==> config.mk <==
export PLATFORM = sky130hd
export DESIGN_NAME = fib_job_arbiter
export DESIGN_NICKNAME = d
export VERILOG_FILES = /design/src/rtl/fib_job_arbiter.sv
export SDC_FILE = /design/constraint.sdc
export NUM_CORES = 1
export LEC_CHECK = 0
export CAP_MARGIN = 20
export CORE_ASPECT_RATIO = 1.75
export CORE_UTILIZATION = 35
export CTS_CLUSTER_SIZE = 16
export DETAILED_ROUTE_END_ITERATION = 16
export PLACE_DENSITY_LB_ADDON = 0.12
export SETUP_SLACK_MARGIN = 0.02
export SLEW_MARGIN = 15
export SYNTH_ARGS = -nofsm -noshare
export SYNTH_HDL_FRONTEND = slang
export SYNTH_SLANG_ARGS = --single-unit
==> constraint.sdc <==
create_clock -name clk -period 4.3 [get_ports clk]
set_input_delay 0.43 -clock clk [delete_from_list [all_inputs] [get_ports clk]]
set_output_delay 0.43 -clock clk [all_outputs]
set_load 0.1 [all_outputs]
==> src/rtl/fib_job_arbiter.sv <==
// fib_job_arbiter: round-robin front end that shares one Fibonacci sequencer among NREQ clients.
// Optional macro FIB_TIMEOUT_EN adds a TIMEOUT_CYC watchdog on RUN that returns an error response.
module fib_job_arbiter #(
    parameter int NREQ        = 2,
    parameter int CNT_W       = 8,
    parameter int RES_W       = 16,
    parameter int TIMEOUT_CYC = 1024
) (
    input  logic                  clk,
    input  logic                  rst,
    input  logic [NREQ-1:0]       req_valid,
    input  logic [NREQ*CNT_W-1:0] req_count,
    output logic [NREQ-1:0]       req_ready,
    output logic [NREQ-1:0]       rsp_valid,
    input  logic [NREQ-1:0]       rsp_ready,
    output logic [RES_W-1:0]      rsp_result,
    output logic                  rsp_err,
    output logic                  busy,
    output logic                  dp_start,
    output logic [CNT_W-1:0]      dp_count,
    input  logic                  dp_done,
    input  logic [RES_W-1:0]      dp_result
);
    // state | meaning
    // IDLE  | no job; round-robin arbitration, grant strobed on req_ready
    // RUN   | sequencer started, waiting for dp_done (or watchdog expiry)
    // RESP  | result held on rsp_valid[id] until the owner takes it

    localparam int ID_W = $clog2(NREQ);

    if (NREQ < 2 || NREQ > 8 || TIMEOUT_CYC < 1) begin : g_bad_param
        $error("fib_job_arbiter: NREQ must be 2..8 and TIMEOUT_CYC >= 1");
    end

    typedef enum logic [1:0] {IDLE, RUN, RESP} state_t;

    state_t          state;
    state_t          state_nxt;
    logic [ID_W-1:0] ptr;
    logic [ID_W-1:0] id;
    logic [ID_W-1:0] idx;
    logic [ID_W-1:0] winner;
    logic            win_found;
    logic [CNT_W-1:0] cnt_sel;
    logic            first_run;
    logic            done_ok;
    logic            expired;

    // Search starts one past the last served requester, so nobody waits more than NREQ-1 jobs.
    always_comb begin
        winner    = '0;
        win_found = 1'b0;
        idx       = '0;
        for (int off = 1; off <= NREQ; off++) begin
            idx = ID_W'((int'(ptr) + off) % NREQ);
            if (!win_found && req_valid[idx]) begin
                winner    = idx;
                win_found = 1'b1;
            end
        end
    end

    assign cnt_sel = req_count[winner*CNT_W +: CNT_W];
    assign done_ok = dp_done && !first_run;

`ifdef FIB_TIMEOUT_EN
    localparam int TMR_W = $clog2(TIMEOUT_CYC + 1);

    logic [TMR_W-1:0] tmr;
    logic             err_q;

    assign expired = (tmr == '0);
    assign rsp_err = err_q;

    // Down-counter loaded on accept; terminal count in a RUN cycle means TIMEOUT_CYC cycles elapsed.
    always_ff @(posedge clk) begin
        if (rst) begin
            tmr   <= '0;
            err_q <= 1'b0;
        end else if (state == IDLE && win_found) begin
            tmr   <= TMR_W'(TIMEOUT_CYC - 1);
            err_q <= 1'b0;
        end else if (state == RUN) begin
            if (!done_ok && expired) begin
                err_q <= 1'b1;
            end else if (!expired) begin
                tmr <= tmr - 1'b1;
            end
        end
    end
`else
    assign expired = 1'b0;
    assign rsp_err = 1'b0;
`endif

    always_ff @(posedge clk) begin
        if (rst) begin
            state <= IDLE;
        end else begin
            state <= state_nxt;
        end
    end

    always_comb begin
        state_nxt = state;
        unique case (state)
            IDLE:    if (win_found) state_nxt = (cnt_sel == '0) ? RESP : RUN;
            RUN:     if (done_ok || expired) state_nxt = RESP;
            RESP:    if (rsp_ready[id]) state_nxt = IDLE;
            default: state_nxt = IDLE;
        endcase
    end

    always_comb begin
        req_ready = '0;
        rsp_valid = '0;
        busy      = (state != IDLE);
        if (state == IDLE && win_found && !rst) req_ready[winner] = 1'b1;
        if (state == RESP) rsp_valid[id] = 1'b1;
    end

    // A zero count never starts the sequencer; the job goes straight to RESP with a zero result.
    always_ff @(posedge clk) begin
        if (rst) begin
            ptr        <= ID_W'(NREQ - 1);
            id         <= '0;
            first_run  <= 1'b0;
            dp_start   <= 1'b0;
            dp_count   <= '0;
            rsp_result <= '0;
        end else begin
            first_run <= 1'b0;
            unique case (state)
                IDLE: begin
                    if (win_found) begin
                        id         <= winner;
                        dp_count   <= cnt_sel;
                        dp_start   <= (cnt_sel != '0);
                        first_run  <= 1'b1;
                        rsp_result <= '0;
                    end
                end
                RUN: begin
                    if (done_ok) begin
                        rsp_result <= dp_result;
                        dp_start   <= 1'b0;
                    end else if (expired) begin
                        rsp_result <= '0;
                        dp_start   <= 1'b0;
                    end
                end
                RESP: begin
                    if (rsp_ready[id]) ptr <= id;
                end
                default: ;
            endcase
        end
    end

endmodule

==> reports/metrics.json <==
{
  "outcome": "complete, no violations",
  "syn-instance-count": 150,
  "cts_buffers": 5,
  "hold_path.class": "reg2reg",
  "area_growth_pct": 55.3,
  "postSynthNetCount": 189,
  "fin_tns_setup_ns": 0,
  "final_layout_net_count": 256,
  "drt_pre_antenna_iters": 4,
  "finalHoldViolCount": 0,
  "synthTopCellsByCount": "30 x sky130_fd_sc_hd__dfxtp_1, 25 x sky130_fd_sc_hd__mux2i_1, 25 x sky130_fd_sc_hd__nor2_1",
  "path_class": "reg2out",
  "power.leakage_uw": 0.000876,
  "critPathArrivalTime_ns": 2.24,
  "drt-total-wl_mm": 3.37,
  "hp-start": "rsp_result[15]",
  "rr_worst_depth": 5,
  "layout-drive-gt1-share": 0.0826,
  "cpPeakStageDelay_ns": 1.14,
  "timing.rr.start": "state[1]",
  "die-area_mm2": 0.00430,
  "vias": 1294,
  "wire_length_of_the_first_global_routing_pass_mm": 5.62,
  "synth.cell_area_mm2": 0.00141,
  "worst_hold_path.endpoint": "rsp_result[15]",
  "post-synth-top-count-cell": "sky130_fd_sc_hd__dfxtp_1",
  "ys_top_cells_by_area": "sky130_fd_sc_hd__dfxtp_1 43%, sky130_fd_sc_hd__mux2i_1 18%, sky130_fd_sc_hd__and2_1 7.5%",
  "unrepaired_setup_endpoints_after_global_routing": "false",
  "post-cts-setup-buffer-count": 0,
  "cpMaxStageDelayCell": "sky130_fd_sc_hd__clkdlybuf4s50_1",
  "gpl.final_weighted_congestion": 0.760,
  "yosys.area.top_type": "sky130_fd_sc_hd__dfxtp_1",
  "top_level_ports": 70,
  "grt_overflow_total": 0,
  "sequential_element_share_of_the_synthesized_area": 0.426,
  "most_frequent_cp_cell": "sky130_fd_sc_hd__nor2b_1",
  "n_antenna_cell": 0,
  "yosys.area.top_type_share": 0.426,
  "postSynth.asyncResetShare": 0,
  "post_synth_edffs": 0,
  "die_w_um": 50.0,
  "ctsHoldBuffers": 0,
  "period_utilization": 0.620,
  "cp_data_required_time_ns": 3.87,
  "postSynth.topFlopCell": "sky130_fd_sc_hd__dfxtp_1",
  "htree_num_levels": 2,
  "cts_resized": 0,
  "tritoncts": "built",
  "routed_via_count_divided_by_cell_count": 4.86,
  "postSynthAreaPerCell_um2": 9.40,
  "cts.path.max_buffers": 2,
  "timing.critical_path.cells": "nor2b_1 -> nor2b_1 -> clkdlybuf4s50_1",
  "std_cell_rows": 30,
  "cp_max_fo": 5,
  "detailed_place_hpwl_mm": 2.59,
  "min_delay_path_depth": 2,
  "power.total_uw": 888,
  "post_synthesis_register_bit_count": 30,
  "clkSlewWorstSetupHoldPaths_ns": 0.06,
  "setup_violations": 0,
  "p_per_area_mw_per_mm2": 406,
  "synth_cell_type_count": 30,
  "timing_startpoint_of_the_critical_path": "state[1]",
  "endpoint_kind": "output pin",
  "antenna_violations_before_repair": 0,
  "gr-usage-all-layers": 0.170,
  "die_h_um": 86.0,
  "clock_insertion_delay_worst_skew_ns": 0.27,
  "largest_net_degree_at_the_start_of_global_routing": 32,
  "max_freq_ghz": 0.375,
  "r2r_setup_slack_ns": 2.54,
  "ctsRootBufferMaster": "sky130_fd_sc_hd__clkbuf_8",
  "timing.max_cap.violations": 0,
  "slew_headroom": 0.334,
  "final.min_clock_period_ns": 2.67,
  "io_buffer_count": 68,
  "yosysWarningCount": 0,
  "route.detailed.drc": 0,
  "ant_nets": 0,
  "drt-wirelength-per-cell_um": 12.7,
  "core-area_mm2": 0.00387,
  "endpoint_of_the_worst_register_to_register_path": "rsp_result[0]",
  "ir_drop_v": 0.000274,
  "first_global_vias": 1295,
  "skew_ns": 0.00107,
  "initial_core_util": 0.365,
  "tightest_slew_ns": 0.996,
  "total_count_of_max_transition_violations_in_the_final_report": 0,
  "timing.critical_path.from_type": "flip-flop",
  "clock_sink_total": 30,
  "drt_first_iter_violations": 14
}
cell type report:
cell class | count | area (um^2)
fill | 380 | 1680
multi-input combinational | 108 | 724
sequential | 30 | 601
clock inverter | 1 | 5.00
clock buffer | 7 | 86.3
inverter | 2 | 7.51
tap | 48 | 60.1
timing repair buffer | 70 | 706
flip-flops by register name, summed over array words and instances, names as in the netlist:
register	count
ptr	1
id	1
state	2
first_run	1
rsp_result	16
dp_count	8
dp_start	1
power breakdown:
| group | internal (uW) | switching (uW) | total (uW) |
|---|---|---|---|
| logic | 112 | 237 | 349 |
| clock network | 129 | 94.8 | 224 |
| registers | 302 | 13.5 | 315 |
cell usage in the layout (no fill, tap or decap), types with 2 or more instances in the layout:
cell	instances
sky130_fd_sc_hd__a211oi_1	8
sky130_fd_sc_hd__a21oi_1	5
sky130_fd_sc_hd__and2_1	17
sky130_fd_sc_hd__buf_4	2
sky130_fd_sc_hd__buf_8	2
sky130_fd_sc_hd__clkbuf_8	6
sky130_fd_sc_hd__clkdlybuf4s50_1	66
sky130_fd_sc_hd__dfxtp_1	30
sky130_fd_sc_hd__inv_1	2
sky130_fd_sc_hd__mux2i_1	25
sky130_fd_sc_hd__nand2_1	3
sky130_fd_sc_hd__nor2_1	25
sky130_fd_sc_hd__nor2b_1	3
sky130_fd_sc_hd__nor4_1	5
sky130_fd_sc_hd__o21ai_0	3
worst max-delay path by stage:
stage / slack (ns) / cells past startpoint / endpoint
final: 1.63 / 3 / rsp_valid[0]
after global routing: 1.51 / 4 / req_ready[1]
after CTS: 1.60 / 3 / req_ready[0]
after detailed placement: 1.61 / 3 / req_ready[0]
after global placement: 1.65 / 3 / req_ready[0]
after floorplan: 0.20 / 3 / req_ready[0]
worst max-delay path, delay by kind of cell, from the launching register on:
family                 cells  cell delay [ns]
buffers and inverters      1             1.14
AND/OR/NAND/NOR            2             0.48
flip-flops                 1             0.35
per-stage QoR:
stage | hold WS (ns) | setup slack (ns) | instance area (um^2) | instances | util
CTS | 0.501 | 1.60 | 2160 | 264 | 0.559
global placement | 0.472 | 1.65 | 2070 | 256 | 0.535
global route | 0.532 | 1.51 | 2190 | 266 | 0.566
finish | 0.494 | 1.63 | 2190 | 266 | 0.566
detailed placement | 0.485 | 1.61 | 2070 | 256 | 0.535
floorplan | 0.478 | 0.201 | 1410 | 150 | -
cell families (layout without fill, tap and decap cells):
group / after synthesis / after routing / synth area share
other: 1 / 1 / 0.00266
muxes: 25 / 25 / 0.177
buffers and inverters: 12 / 80 / 0.0603
DFF: 30 / 30 / 0.426
AOI/OAI and AO/OA: 21 / 21 / 0.104
and+or+nand+nor: 61 / 61 / 0.230
layer usage:
layer  global-route usage  part of all wire  up-vias
met5                    0                 0        -
met4               0.0623            0.0089        0
met1                0.161              0.37      595
met2                0.324              0.57       48
met3               0.0585             0.058        2
li1                     -                 -      649
Note: power is estimated with default switching activity, not from simulation.
